===== config.mk =====
export PLATFORM = sky130hd
export DESIGN_NAME = dtree_feature_loader
export DESIGN_NICKNAME = d
export VERILOG_FILES = /design/src/rtl/dtree_feature_loader.sv
export SDC_FILE = /design/constraint.sdc
export NUM_CORES = 1
export LEC_CHECK = 0
export CORE_ASPECT_RATIO = 2
export CORE_UTILIZATION = 50
export DETAILED_ROUTE_END_ITERATION = 7
export DONT_BUFFER_PORTS = 1
export HOLD_SLACK_MARGIN = 0.03
export PLACE_DENSITY = 0.72
export SKIP_LAST_GASP = 1
export SYNTH_ARGS = -nofsm -noshare
export SYNTH_HDL_FRONTEND = slang
export SYNTH_SLANG_ARGS = --single-unit

===== constraint.sdc =====
create_clock -name clk -period 2.8 [get_ports clk]
set_clock_uncertainty 0.2 [all_clocks]
set_input_delay 0.28 -clock clk [delete_from_list [all_inputs] [get_ports clk]]
set_output_delay 0.28 -clock clk [all_outputs]
set_load 0.1 [all_outputs]

===== src/rtl/dtree_feature_loader.sv =====
// Feature loader for a combinational decision tree: gathers NFEAT bytes,
// lets the tree settle, then holds the registered class until taken.
`timescale 1ns/1ps
module dtree_feature_loader #(
   parameter int NFEAT  = 16,
   parameter int FW     = 8,
   parameter int CW     = 4,
   parameter int SETTLE = 2
) (
   input  logic                clk,
   input  logic                rst,
   input  logic                s_valid,
   output logic                s_ready,
   input  logic [FW-1:0]       s_data,
   input  logic                flush,
   output logic [NFEAT*FW-1:0] feat_o,
   input  logic [CW-1:0]       class_i,
   output logic                m_valid,
   input  logic                m_ready,
   output logic [CW-1:0]       m_class,
   output logic                busy
);

   localparam int IW = (NFEAT > 1) ? $clog2(NFEAT) : 1;
   localparam logic [IW-1:0] LAST = IW'(NFEAT - 1);
   localparam logic [7:0] SLAST = 8'(SETTLE - 1);

   typedef enum logic [1:0] {
      ST_LOAD,
      ST_SETTLE,
      ST_OUT
   } state_t;

   state_t state, state_nx;

   logic [IW-1:0] idx;
   logic [7:0]    cnt;
   logic [FW-1:0] feat [NFEAT];
   logic [CW-1:0] cls;
   logic          acc;
   logic          take;
   logic          done;

   assign s_ready = (state == ST_LOAD);
   assign m_valid = (state == ST_OUT);
   assign busy    = (state != ST_LOAD);
   assign m_class = cls;

   assign acc  = s_valid && s_ready;
   assign take = m_valid && m_ready;
   assign done = (state == ST_SETTLE) && (cnt == SLAST);

   // Feature registers drive the tree directly, slot i at bits [i*FW +: FW].
   for (genvar g = 0; g < NFEAT; g++) begin : g_feat
      assign feat_o[g*FW +: FW] = feat[g];
   end

   // State register.
   always_ff @(posedge clk) begin
      if (rst) state <= ST_LOAD;
      else     state <= state_nx;
   end

   // Next state: flush overrides every handshake.
   always_comb begin
      state_nx = state;
      if (flush) begin
         state_nx = ST_LOAD;
      end else begin
         unique case (state)
            ST_LOAD:   if (acc && idx == LAST) state_nx = ST_SETTLE;
            ST_SETTLE: if (done) state_nx = ST_OUT;
            ST_OUT:    if (take) state_nx = ST_LOAD;
            default:   state_nx = ST_LOAD;
         endcase
      end
   end

   // Datapath: slot writes, slot index, settle timer and class capture.
   always_ff @(posedge clk) begin
      if (rst) begin
         idx <= '0;
         cnt <= '0;
         cls <= '0;
         for (int i = 0; i < NFEAT; i++) feat[i] <= '0;
      end else if (flush) begin
         idx <= '0;
         cnt <= '0;
      end else begin
         if (acc) begin
            feat[idx] <= s_data;
            idx <= (idx == LAST) ? '0 : idx + 1'b1;
         end
         if (state == ST_SETTLE) cnt <= done ? 8'd0 : cnt + 8'd1;
         if (done) cls <= class_i;
      end
   end

endmodule

==> results.py, run 1 <==
metrics = {
    "floorplan": {
        "die_w_um": 80.2,
        "ios": 152,
        "start_util_pct": 51.6,
        "die_h_um": 158,
        "die_area_um2": 12700,
        "num_rows": 56,
        "core_area_um2": 11800,
    },
    "global_routing": {
        "overflow": 0,
        "use_met1_pct": 22.3,
        "use_met2_pct": 42.6,
        "grt-busiest-layer": "met2",
        "met3_usage_pct": 6.48,
        "track_usage_pct": 22.5,
        "grt_max_degree": 23,
        "antenna_found_initial": 1,
        "grt_pass1_wl_um": 19900,
        "first_global_vias": 3326,
    },
    "power": {
        "power.leakage_nw": 2.51,
        "powerDensity_nw_per_um2": 761,
        "fin_total_pwr_mw": 5.31,
        "ir_drop_mv": 0.604,
    },
    "final_layout": {
        "layout_common_cells": "and2_1, edfxtp_1, or2_2, dlygate4sd3_1, dfxtp_1",
        "fin_nets": 461,
        "design_area_um2": 6980,
        "instances_no_fill": 597,
        "fill_cells": 875,
        "layout-drive-gt1-share_pct": 16.0,
        "final_util_pct": 59.0,
        "areaGrowthSynthToFinish_pct": 14.3,
    },
    "detailed_routing": {
        "vias": 3328,
        "ant_nets": 0,
        "drt_pass1_iterations": 4,
        "drt_iter0_markers": 201,
        "wl_per_cell_um": 22.5,
        "vias_per_cell": 5.57,
        "routed_wl_um": 13400,
        "drc": 0,
    },
    "yosys": {
        "syn_area_um2": 6110,
        "syn_avg_cell_area_um2": 14.8,
        "synth_nets": 436,
        "netlist_top_cells_area": "edfxtp_1, and2_1, dfxtp_1",
        "yosysWarnings": 0,
        "async_flop_share_pct": 0,
        "synth_flop_cell": "edfxtp_1",
        "synth-seq-cells": 146,
        "ys_seq_area_share_pct": 68.8,
        "syn_inst": 413,
        "synth_area_leader_cell": "edfxtp_1",
        "synth_edf_count": 128,
        "ys_types": 36,
        "synth_top_area_share_pct": 62.9,
    },
    "sta": {
        "tightest_slew_ps": 993,
        "timing.hold.ws_ps": 310,
        "fin_ws_ps": 208,
        "max_freq_mhz": 386,
        "fin_crit_sh_pct": 92.6,
        "setup_violations": 0,
        "slew_viol_final": 0,
        "post-route-min-period_ps": 2590,
        "timing.slew.headroom_pct": 33.7,
        "rsz0062_at_grt": "no",
        "finalSetupTns_ps": 0,
        "hold_viol": 0,
    },
    "placement": {
        "dp.cells": 544,
        "dpl.hpwl_um": 9060,
        "pre_cts_ws_ps": 474,
        "placed_cell_area_um2": 6200,
        "portBuffers": 0,
        "routabilityCongestion": 0.807,
    },
    "cts": {
        "root_buffer": "clkbuf_16",
        "clock_sinks": 146,
        "clk_pin_slew_ps": 60,
        "tritoncts": "done",
        "clock_latency_ps": 410,
        "cts_htree_levels": 4,
        "cts_buffers": 17,
        "cts_buffer_depth": 2,
    },
    "setup_path": {
        "cpMaxStageDelayCell": "nor4b_1",
        "path_class": "flop to flop",
        "path_cells": "ha_1 -> nor4b_1 -> nand4_1 -> dlygate4sd3_1 -> a21oi_1",
        "cp_max_fo": 5,
        "endpoint_kind": "flop",
        "startpoint_type": "flop",
        "critPathMaxStageDelay_ps": 700,
        "worst_ep_required_time_ps": 2930,
        "crit_arrival_ps": 2720,
    },
    "status": {
        "status": "finished clean",
    },
    "hold_path": {
        "min_path_type": "flop to flop",
    },
    "run": {
        "cap_violations": 0,
    },
}
==> power by group <==
group	leakage, nW	internal (mW)	switching, mW
clock network	0.274	1.32	0.876
logic	0.769	0.0339	0.109
registers	1.47	2.43	0.543
total	2.51	3.79	1.53
==> state kept, by name (all words and copies together), names as in the netlist <==
register and cells:
state 2, cnt 8, idx 4, m_class 4, feat 128
==> synthesized netlist by cell type, types with 2 or more instances <==
master	number
or2_2	20
inv_1	10
nor4_4	11
or3b_2	2
a21oi_1	14
nand2b_1	3
or3_1	6
buf_6	2
nand4_1	5
clkbuf_1	11
nand3_1	5
and2_1	128
nor3b_1	2
o21ai_0	6
edfxtp_1	128
nor3_1	3
nand2_1	5
nor3_4	5
dfxtp_1	18
o31ai_1	7
ha_1	6
nor2_1	2
==> critical path: cells and delay by family (launching register included) <==
family | cells | cell delay, ps
adders and majority gates | 1 | 200
buffers and inverters | 1 | 630
DFF | 1 | 410
and+or+nand+nor | 2 | 930
AOI/OAI and AO/OA | 1 | 150
==> cell type report <==
type	count	area, um^2	share of cell area (%)
Antenna cell	1	2.50	0.0358
Multi-Input combinational cell	242	1770	25.3
Inverter	10	37.5	0.537
Tap cell	145	181	2.60
Sequential cell	146	4200	60.2
Clock buffer	17	425	6.09
Clock inverter	15	156	2.24
Timing Repair Buffer	21	208	2.97
==> path summary, 6_finish.rpt <==
path / to / depth (start not counted) / startpoint / slack, ps
worst max-delay path: m_class[1]$_SDFFE_PP0P_ / 5 / cnt[0]$_SDFFE_PP0N_ / 210
worst min-delay path: cnt[7]$_SDFFE_PP0N_ / 2 / cnt[7]$_SDFFE_PP0N_ / 310
worst max register to register: m_class[1]$_SDFFE_PP0P_ / 5 / cnt[0]$_SDFFE_PP0N_ / 210
worst min register to register: cnt[7]$_SDFFE_PP0N_ / 2 / cnt[7]$_SDFFE_PP0N_ / 310
==> per-layer routing <==
metal | wire length, um | part of all wire (%) | vias up
met3 | 761 | 5.7 | 24
met2 | 7850 | 58 | 143
met4 | 368 | 2.7 | 0
met5 | 0 | 0 | -
li1 | - | - | 1534
met1 | 4460 | 33 | 1627
==> what timing repair did <==
action	CTS	global route
buffers inserted	0	0
hold buffers	20	0
resized for setup	0	0
endpoints found under the hold margin	268	0
==> kinds of logic (layout without fill, tap and decap cells) <==
family	Yosys count	after routing	synth area share (%)
simple gates	205	205	24.5
flops	146	146	68.8
compound gates	30	30	3.11
fa+ha+maj	6	6	1.23
other cells	0	1	0
buf+inv	25	63	2.21
xor+xnor	1	1	0.143
Note: power is estimated with default switching activity, not from simulation.
==> run 2: changes to the inputs <==
Settings changed: CORE_UTILIZATION 50 to 49, DONT_BUFFER_PORTS 1 to unset, PLACE_DENSITY 0.72 to 0.87.
==> run 2 against run 1 <==
  * Clock power hardly changed
  * Non-clock buffer count rose by 137
  * Cell area rose by 14%
  * Critical endpoint is now feat[4][4]$_SDFFCE_PN0P_
  * Largest cell class unchanged
==> results.py, run 2 (synthesis results as in run 1) <==
metrics = {
    "setup_path": {
        "critPathMaxStageDelay_ps": 610,
        "path_class": "flop to flop",
        "startpoint_type": "flop",
        "path_cells": "inv_1 -> ha_1 -> or3b_2 -> nor3_4 -> or2_2",
        "crit_arrival_ps": 2310,
        "cpMaxStageDelayCell": "or3b_2",
        "cp_max_fo": 9,
        "worst_ep_required_time_ps": 2710,
        "endpoint_kind": "flop",
    },
    "cts": {
        "tritoncts": "done",
        "cts_resized": 0,
        "cts_htree_levels": 4,
        "clock_latency_ps": 420,
        "clock_sinks": 146,
        "cts_buffers": 17,
        "cts_buffer_depth": 2,
        "root_buffer": "clkbuf_16",
        "cts_hold_buf": 0,
        "cts_setup_buffers": 0,
        "clk_pin_slew_ps": 60,
    },
    "global_routing": {
        "antenna_found_initial": 0,
        "first_global_vias": 4064,
        "overflow": 0,
        "track_usage_pct": 24.2,
        "grt_pass1_wl_um": 21800,
        "grt_max_degree": 23,
    },
    "sta": {
        "timing.slew.headroom_pct": 44.2,
        "finalSetupTns_ps": 0,
        "max_freq_mhz": 418,
        "hold_viol": 0,
        "rsz0062_at_grt": "no",
        "fin_crit_sh_pct": 85.4,
        "slew_viol_final": 0,
        "tightest_slew_ps": 837,
        "post-route-min-period_ps": 2390,
        "setup_violations": 0,
    },
    "power": {
        "internal_power_mw": 3.80,
        "power.leakage_nw": 3.20,
        "seq_power_share_pct": 45.6,
        "powerDensity_nw_per_um2": 675,
        "combinationalPowerShare_pct": 14.3,
        "clkPwrFrac_pct": 40.1,
        "ir_drop_mv": 0.493,
        "switching_share_pct": 29.6,
        "fin_total_pwr_mw": 5.39,
        "switchingPower_mw": 1.60,
    },
    "final_layout": {
        "layout_common_cells": "buf_4, and2_1, edfxtp_1",
        "fill_cells": 861,
        "regMostFlops": "feat",
        "largest_reg_flops": 128,
        "final_common_cell": "buf_4",
        "areaGrowthSynthToFinish_pct": 30.8,
        "reg.largest.list": "feat (128), cnt (8)",
        "fin_nets": 598,
        "multi_input_area_um2": 1770,
        "num_antenna_cells": 0,
        "design_area_um2": 7990,
        "layout-drive-gt1-share_pct": 36.4,
        "final_util_pct": 65.9,
        "seq_area_um2": 4200,
    },
    "detailed_routing": {
        "ant_nets": 0,
        "drt_pass1_iterations": 5,
        "drc": 0,
        "wl_per_cell_um": 20.1,
        "vias": 3990,
        "drt_iter0_markers": 305,
        "vias_per_cell": 5.43,
        "routed_wl_um": 14800,
    },
    "floorplan": {
        "num_rows": 57,
        "start_util_pct": 50.4,
        "die_h_um": 160,
        "ios": 152,
        "die_area_um2": 12900,
        "core_area_um2": 12100,
        "die_w_um": 81.0,
    },
    "placement": {
        "dpl.hpwl_um": 10400,
        "routabilityCongestion": 0.781,
        "portBuffers": 151,
        "placed_cell_area_um2": 7420,
    },
    "run": {
        "cap_violations": 0,
    },
    "hold_path": {
        "min_path_type": "input port to flop",
    },
    "status": {
        "status": "finished clean",
    },
}
## run 2: stage by stage
stage	hold WS (ps)	setup slack, ps	cells
after CTS	241	409	735
after global placement	267	159	703
after global routing	257	310	735
final	258	408	735
after detailed placement	272	33.6	703
after floorplan	234	688	413
## run 2: path summary, 6_finish.rpt
| kind | cells after the start | to | slack [ps] | start |
|---|---|---|---|---|
| hold reg to reg | 2 | m_class[2]$_SDFFE_PP0P_ | 290 | m_class[2]$_SDFFE_PP0P_ |
| hold / removal | 3 | m_class[0]$_SDFFE_PP0P_ | 260 | class_i[0] |
| setup reg to reg | 5 | feat[4][4]$_SDFFCE_PN0P_ | 410 | idx[0]$_SDFFE_PP0N_ |
| setup / recovery | 5 | feat[4][4]$_SDFFCE_PN0P_ | 410 | idx[0]$_SDFFE_PP0N_ |
## run 2: routing by layer
layer	vias up	GRT usage (%)	share of wire, %
met1	1932	22.8	31
met2	209	45.0	57
met5	-	0	0
met4	0	14.4	5.0
li1	1805	-	-
met3	44	5.31	6.3
## run 2: power by group through the flow
stage | combinational (mW) | sequential (mW) | clock, mW
final | 0.773 | 2.46 | 2.16
after detailed placement | 0.773 | 2.51 | 0
after floorplan | 0.0928 | 3.00 | 0
after global placement | 0.765 | 2.50 | 0
after CTS | 0.775 | 2.46 | 2.18
after global routing | 0.789 | 2.46 | 2.28
## run 2: area by class of cell
type / instances / share of cell area, %
Sequential cell: 146 / 52.6
Multi-Input combinational cell: 242 / 22.1
Timing Repair Buffer: 158 / 15.3
Clock buffer: 17 / 5.32
Tap cell: 147 / 2.30
Clock inverter: 15 / 1.83
Inverter: 10 / 0.470
## run 2: critical path: cells and delay by family, from the launching register on
| family | cells | cell delay (ps) |
|---|---|---|
| fa+ha+maj | 1 | 170 |
| buf+inv | 1 | 120 |
| flops | 1 | 360 |
| simple gates | 3 | 1230 |
